==> src/rtl/sat_counter.sv <==
// Up-counter that adds a multi-bit increment each cycle and clamps at all-ones.
module sat_counter #(
    parameter int W     = 16,
    parameter int INC_W = 1
) (
    input  logic             clk,
    input  logic             rst,
    input  logic [INC_W-1:0] inc,
    output logic [W-1:0]     count
);
    // One extra bit beyond the wider operand so the overflow is visible.
    localparam int SW = ((W > INC_W) ? W : INC_W) + 1;
    localparam logic [SW-1:0] MAX = SW'({W{1'b1}});

    logic [SW-1:0] sum;

    always_comb sum = SW'(count) + SW'(inc);

    always_ff @(posedge clk) begin
        if (!rst)            count <= '0;
        else if (sum > MAX)  count <= '1;
        else                 count <= sum[W-1:0];
    end
endmodule

==> config.mk <==
export PLATFORM = sky130hd
export DESIGN_NAME = sat_counter
export DESIGN_NICKNAME = d
export VERILOG_FILES = /design/src/rtl/sat_counter.sv
export SDC_FILE = /design/constraint.sdc
export NUM_CORES = 1
export LEC_CHECK = 0
export ABC_AREA = 1
export ABC_CLOCK_PERIOD_IN_PS = 1500
export BUFFER_PORTS_ARGS = -buffer_cell sky130_fd_sc_hd__buf_4
export CAP_MARGIN = 20
export CELL_PAD_IN_SITES_DETAIL_PLACEMENT = 1
export CELL_PAD_IN_SITES_GLOBAL_PLACEMENT = 2
export CORE_ASPECT_RATIO = 0.7
export CORE_MARGIN = 2
export CORE_UTILIZATION = 29
export CTS_CLUSTER_DIAMETER = 80
export DETAILED_ROUTE_END_ITERATION = 10
export PLACE_DENSITY_LB_ADDON = 0.1
export SLEW_MARGIN = 10
export SYNTH_ARGS = -nofsm -noshare
export SYNTH_HDL_FRONTEND = slang
export SYNTH_SLANG_ARGS = --single-unit
export TNS_END_PERCENT = 30
==> constraint.sdc <==
create_clock -name clk -period 1.5 [get_ports clk]
set_input_delay 0.3 -clock clk [delete_from_list [all_inputs] [get_ports clk]]
set_output_delay 0.3 -clock clk [all_outputs]
set_load 0.01 [all_outputs]
* Word-level counts from Yosys, hierarchy flattened
Index checks and enable logic that the tools add are counted.
Storage, ports and cells: input port bits 3, logic and storage cells 4, bits in registers 16, output and inout bits 16
Cells by class: magnitude comparators 1, $add $sub $neg 1, mux-type cells 1
Operator list (count):
- $add 16x1->17 | 1
- $gt 17x16->1 const B | 1
- $mux 16 | 1

* Logic depth before layout (Yosys ltp)
Gate-level depths: netlist of the first run.
depth in word-level cells 3, depth in mapped cells 9, gate-level depth less buffers 9

* Least setup slack after synthesis of the first run
OpenSTA, ideal clock, no wires.
path kind flip-flop to flip-flop, from register count[0], to register count[5], buffers on the path 1, arrival time 1.252 ns, stages on the path, launching flop included 9, required time 1.426 ns, path slack 0.174 ns, clock period less this slack 1.326 ns, library setup time 0.074 ns, cell sequence dfxtp_1 ha_1 nand2_2 nor2_4 nand2_2 clkinv_2 nand2_4 buf_6 a21oi_2
Between the ends: cells in the longest elaborated chain, start to end 3
Ends and longest elaborated chain:
- start: declaration | RTL line 9 | output logic [W-1:0] count
- start signal: assignment | RTL line 22 | else count <= sum[W-1:0];
- $add 16x1->17 * | RTL line 17 | always_comb sum = SW'(count) + SW'(inc);
- $gt 17x16->1 | RTL line 21 | else if (sum > MAX) count <= '1;
- $mux 16 * | RTL line 21
Every way passes the cells marked *; elsewhere a longest branch is shown, timed or not. A chain may end at the register's enable or synchronous reset.

* Worst setup path after layout of the first run
from register count[0], to register count[8]
Same word-level chain as after synthesis.

==> results.ini, run 1 <==
[synthesis]
ys_ff_latch=16
synth_top_cell_area_share_pct=34.9
synth_area_leaders=dfxtp_1 (35%), nand2_1 (11%), a21oi_2 (9.5%), inv_1 (7.8%), nand3_1 (7.1%)
syn-num-nets=133
ys_seq_area_share_pct=34.9
yosysUniqueCellTypes=21
synthesis.area_um2=918
synth_area_per_cell_um2=7.17
syn_inst=128
yosys_warnings=0
synth_area_leader_cell=dfxtp_1

[placement]
dp_slack_ns=0.0216
port_buffers=18
routabilityCongestion=0.697
hpwl_um=2000
place_area_um2=1120
place_inst=186

[final_layout]
fin_nets=159
nFillCells=391
regArea_um2=320
largestRegisters=count (16)
synthToLayoutAreaGrowth_pct=29.3
fin_cells=191
largest_register_ffs=16
regMostFlops=count
drive_gt1_share_pct=28.1
final_cell_area_um2=1190
utilization_pct=38.5
multi_input_area_um2=503
n_antenna_cell=0

[setup_path]
start_kind=flip-flop
cp.required_ns=1.68
r2r_start=count[0]
regToRegSetupSlack_ns=0.11
endpoint=count[8]
arrival_ns=1.56
cp-startpoint=count[0]
r2r_cells=8
end_kind=flip-flop
crit_fanout=9
r2r-end=count[8]
crit_type=reg2reg

[timing]
setup_tns_ns=0
hold_viol=0
holdWs_ns=0.306
final_max_slew_viol_count=0
fin_crit_sh_pct=92.3
slew_headroom_pct=68.9
skew_ns=0.00352
setup_ws_ns=0.115
fmax_ghz=0.722
min_period_ns=1.39
tightest_slew_ns=0.464
rsz0062_at_grt=yes
final-setup-viol-count=0

[job]
max-cap-violations=0

[cts]
clkLatencyLatePin_ns=0.25
cts_hold_buffers=0
root_buffer=clkbuf_8
cts_tree=done
htree_levels=1
cts-buffers-inserted=3
cts_max_path_buffers=2
cts.sinks=16
cts.reportedPaths.clkPinSlew_ns=0.07

[grt]
grt_max_degree=11
grt_antenna_before_repair=0
track_usage_pct=15.6
grt_pass1_vias=858
grt_overflow_total=0
grt_pass1_wl_um=4330

[power]
switchingPower_uw=192
comb_power_share_pct=5.3
power.total_uw=876
clockPowerShare_pct=44.7
internal_power_uw=684
p_per_area_nw_per_um2=738
peakVddDrop_uv=325
swShare_pct=21.9
p_leak_nw=0.564
seqPwrFrac_pct=50.0

[floorplan]
dieArea_um2=3640
die_width_um=71.3
start_util_pct=29.8
rows=17
core-area_um2=3080
ioPinCount=19
die_h_um=51.1

[status]
outcome=finished clean

[drt]
wirelength_um=2500
drtPass1Iterations=4
top_layer=met4
drt-initial-drc-count=28
m1WireLength_um=1340
routed-wl-met2_um=1080
dr_total_vias=861
via_per_inst=4.51
wl_met3_um=57
antenna_left=0
avgRoutedWirePerCell_um=13.1
drc=0

[worst_hold_path]
hold_class=in2reg

timing repair:
| item | 4_1_cts | 5_1_grt |
|---|---|---|
| endpoints found under the hold margin | 0 | 0 |
| setup buffers | 0 | 1 |
| resized for setup | 0 | 2 |
| setup endpoints to repair | 0 | 12 |
placed cells by master (no fill, tap or decap):
| cell type | instances |
|---|---|
| nand2_1 | 28 |
| nor2_4 | 2 |
| nand2_2 | 2 |
| nand3_1 | 13 |
| nand2_4 | 1 |
| o21ai_0 | 1 |
| xnor2_1 | 3 |
| inv_2 | 1 |
| ha_1 | 2 |
| inv_1 | 19 |
| a21oi_2 | 10 |
| buf_12 | 1 |
| xor2_1 | 5 |
| nor2_1 | 15 |
| nand4_1 | 2 |
| clkinv_1 | 1 |
| clkinv_2 | 1 |
| nand3b_1 | 1 |
| dfxtp_1 | 16 |
| buf_4 | 21 |
| o21bai_1 | 1 |
| clkbuf_8 | 4 |
| o21ai_1 | 3 |
cell families (layout without fill, tap and decap cells):
family | Yosys count | in the layout | share of synthesized area [%]
buffers and inverters | 23 | 48 | 10.4
adders and majority gates | 2 | 2 | 2.72
xor gates and xnor gates | 8 | 8 | 7.63
and+or+nand+nor | 64 | 64 | 31.9
AOI/OAI and AO/OA | 15 | 15 | 12.5
DFF | 16 | 16 | 34.9
worst max-delay path, stage by stage, from the launching register on:
cell and delay [ns]:
dfxtp_1 0.37, ha_1 0.17, nand2_2 0.09, nor2_4 0.13, nand2_2 0.09, clkinv_2 0.08
nand2_4 0.10, buf_12 0.17, a21oi_2 0.12
how the worst min path moves through the flow:
stage / from / end / slack [ns] / depth (start not counted)
after floorplan: rst / count[10] / 0.40 / 2
after global placement: count[12] / count[12] / 0.53 / 3
after CTS: rst / count[13] / 0.30 / 3
after global routing: rst / count[11] / 0.33 / 3
after detailed placement: count[12] / count[12] / 0.54 / 3
final: rst / count[13] / 0.31 / 3
cells in the mapped netlist:
cell and count:
dfxtp_1 16, ha_1 2, nand3_1 13, o21bai_1 1, clkinv_2 1, o21ai_0 3
buf_6 1, a21oi_2 10, nand2_1 28, xnor2_1 3, inv_1 19, clkinv_1 1
nand2_4 1, inv_2 1, nand3b_1 1, o21ai_1 1, nor2_1 15, nand2_2 2
xor2_1 5, nand4_1 2, nor2_4 2
power groups by stage:
stage | sequential (mW) | combinational [mW] | clock, mW
floorplan | 0.449 | 0.0229 | 0
global placement | 0.448 | 0.0465 | 0
detailed placement | 0.448 | 0.0472 | 0
CTS | 0.438 | 0.0476 | 0.414
global route | 0.439 | 0.0519 | 0.428
finish | 0.438 | 0.0461 | 0.392
layer usage:
| layer | GRT usage [%] | vias to the layer above |
|---|---|---|
| li1 | - | 450 |
| met1 | 21.3 | 400 |
| met2 | 24.8 | 9 |
| met3 | 4.34 | 2 |
| met4 | 2.83 | 0 |
| met5 | 0 | - |
area by class of cell:
cell class,count,area share [%]
Timing Repair Buffer,22,15.0
Clock buffer,4,4.64
Multi-Input combinational cell,89,42.4
Tap cell,38,4.00
Inverter,22,7.06
Sequential cell,16,27.0
(Power assumes the default switching activity.)
==> inputs of run 2 (changes only) <==
ABC_CLOCK_PERIOD_IN_PS = 1400   (was 1500)
CELL_PAD_IN_SITES_GLOBAL_PLACEMENT = 1   (was 2)
CORE_UTILIZATION = 37   (was 29)
CTS_BUF_LIST = sky130_fd_sc_hd__clkbuf_8 sky130_fd_sc_hd__clkbuf_16   (was unset)
clock period = 1.4 ns   (was 1.5 ns; I/O delays follow)
==> run 2 against run 1 <==
Compared with the run above: clock-buffer cell count decreased by 1; die area decreased by 20%; sequential power increased by 7.1%; core utilization increased by 15 points; global-route usage increased by 5.2 points; critical path depth unchanged; total power decreased by 0.29%; critical path type unchanged; combinational power increased by 31%; largest cell class unchanged; cell count increased by 2.6%.
==> results.ini, run 2 (synthesized netlist as in run 1, its figures left out) <==
[floorplan]
die_h_um=45.7  ; -11%
dieArea_um2=2900  ; -20%
die_width_um=63.5  ; -11%
rows=15  ; -2
ioPinCount=19  ; unchanged
start_util_pct=38.2  ; +8.5 points
core-area_um2=2400  ; -22%

[final_layout]
nFillCells=329  ; -16%
synthToLayoutAreaGrowth_pct=40.6
regMostFlops=count
multi_input_area_um2=543  ; +8.0%
largestRegisters=count (16)
drive_gt1_share_pct=39.5  ; +11 points
final_cell_area_um2=1290  ; +8.7%
final_cell_mix=buf_4 (30), nand2_1 (26), inv_1 (19), dfxtp_1 (13)
fin_nets=169  ; +6.3%
regArea_um2=324  ; +1.2%
final_common_cell=buf_4
n_antenna_cell=0  ; unchanged
largest_register_ffs=16  ; unchanged

[drt]
dr_total_vias=943  ; +9.5%
via_per_inst=4.81  ; +6.7%
wl_met3_um=89  ; +56%
drt-initial-drc-count=34  ; +21%
drc=0  ; unchanged
wirelength_um=2700  ; +8.1%
avgRoutedWirePerCell_um=13.8  ; +5.4%
routed-wl-met2_um=1310  ; +21%
m1WireLength_um=1260  ; -6.2%
antenna_left=0  ; unchanged
top_layer=met4
drtPass1Iterations=4  ; unchanged

[grt]
grt_overflow_total=0  ; unchanged
grt_pass1_vias=945  ; +10%
grt_pass1_wl_um=4470  ; +3.2%
grt_max_degree=11  ; unchanged
grt_antenna_before_repair=0  ; unchanged
track_usage_pct=20.8  ; +5.2 points

[cts]
clkLatencyLatePin_ns=0.25  ; about the same
htree_levels=1  ; unchanged
root_buffer=clkbuf_8
cts_setup_buffers=0  ; unchanged
cts-buffers-inserted=3  ; unchanged
cts_max_path_buffers=2  ; unchanged
cts_hold_buffers=0  ; unchanged
cts.reportedPaths.clkPinSlew_ns=0.06  ; about the same
cts.sinks=16  ; unchanged
cts_tree=done

[setup_path]
cp.required_ns=1.55  ; -0.13 ns
start_kind=flip-flop
crit_type=reg2reg
arrival_ns=1.46  ; -0.10 ns
crit_fanout=4  ; -5
end_kind=flip-flop

[timing]
final-setup-viol-count=0  ; unchanged
slew_headroom_pct=84.8  ; +16 points
setup_ws_ns=0.0892  ; -0.0257 ns
min_period_ns=1.31  ; -0.0743 ns
hold_viol=0  ; unchanged
holdWs_ns=0.285  ; -0.0215 ns
skew_ns=0.00142  ; -0.00209 ns
final_max_slew_viol_count=0  ; unchanged
tightest_slew_ns=0.228  ; -0.236 ns
fmax_ghz=0.763  ; +5.7%
rsz0062_at_grt=yes
fin_crit_sh_pct=93.6  ; +1.3 points

[placement]
routabilityCongestion=0.796  ; +14%
dp_slack_ns=-0.0632  ; -0.0848 ns
place_area_um2=1200  ; +6.9%
hpwl_um=2160  ; +7.9%
port_buffers=18  ; unchanged

[job]
max-cap-violations=0  ; unchanged

[status]
outcome=finished clean

[power]
peakVddDrop_uv=362  ; +12%
switchingPower_uw=191  ; -0.61%
swShare_pct=21.9  ; -0.070 points
seqPwrFrac_pct=53.7  ; +3.7 points
internal_power_uw=682  ; -0.20%
p_leak_nw=0.590  ; +4.6%
clockPowerShare_pct=39.4  ; -5.3 points
comb_power_share_pct=6.9  ; +1.6 points
p_per_area_nw_per_um2=676  ; -8.3%

[worst_hold_path]
hold_class=in2reg

-- run 2: stage by stage --
stage	utilization (%)	std cells	TNS, ns	total power [mW]
2_1_floorplan	-	128	0	0.505
3_3_place_gp	50.1	193	-0.0153	0.533
3_5_place_dp	50.1	193	-0.0913	0.537
4_1_cts	51.9	196	0	0.891
5_1_grt	53.8	196	-0.0544	0.915
6_report	53.8	196	0	0.873
-- run 2: final cells by class --
type,instances,area share [%]
Sequential cell,16,25.1
Timing Repair Buffer,32,19.9
Multi-Input combinational cell,89,42.1
Tap cell,34,3.29
Clock buffer,3,3.20
Inverter,22,6.49
-- run 2: path summary, 6_finish.rpt --
kind                                 from        end  slack, ns  cells after the start
worst max-delay path             count[7]  count[13]       0.09                      8
worst min-delay path                  rst  count[11]       0.28                      3
worst max register to register   count[7]  count[13]       0.09                      8
worst min register to register  count[12]  count[12]       0.57                      3
-- run 2: power groups by stage --
| stage | clock network [mW] | registers, mW | logic [mW] |
|---|---|---|---|
| after floorplan | 0 | 0.481 | 0.0245 |
| after global placement | 0 | 0.477 | 0.0565 |
| after detailed placement | 0 | 0.477 | 0.0592 |
| after CTS | 0.363 | 0.468 | 0.0596 |
| after global routing | 0.380 | 0.469 | 0.0657 |
| final | 0.344 | 0.469 | 0.0604 |
-- run 2: timing repair --
action                                  in CTS  in global routing
pin swaps                                    0                  2
resized for setup                            2                 13
endpoints found under the setup margin       2                 11
-- run 2: metal layers --
| layer | vias up | global-route usage, % |
|---|---|---|
| li1 | 468 | - |
| met2 | 16 | 36.0 |
| met3 | 5 | 5.20 |
| met5 | - | 0 |
| met1 | 454 | 26.2 |
| met4 | 0 | 6.52 |
-- run 2: worst max-delay path: stages, from the launching register on --
cell     delay [ns]
dfxtp_1        0.39
nand2_1        0.13
buf_4          0.17
nor2_1         0.18
nand3_1        0.12
nand2_1        0.07
nand3_1        0.06
nand2_1        0.06
inv_1          0.03
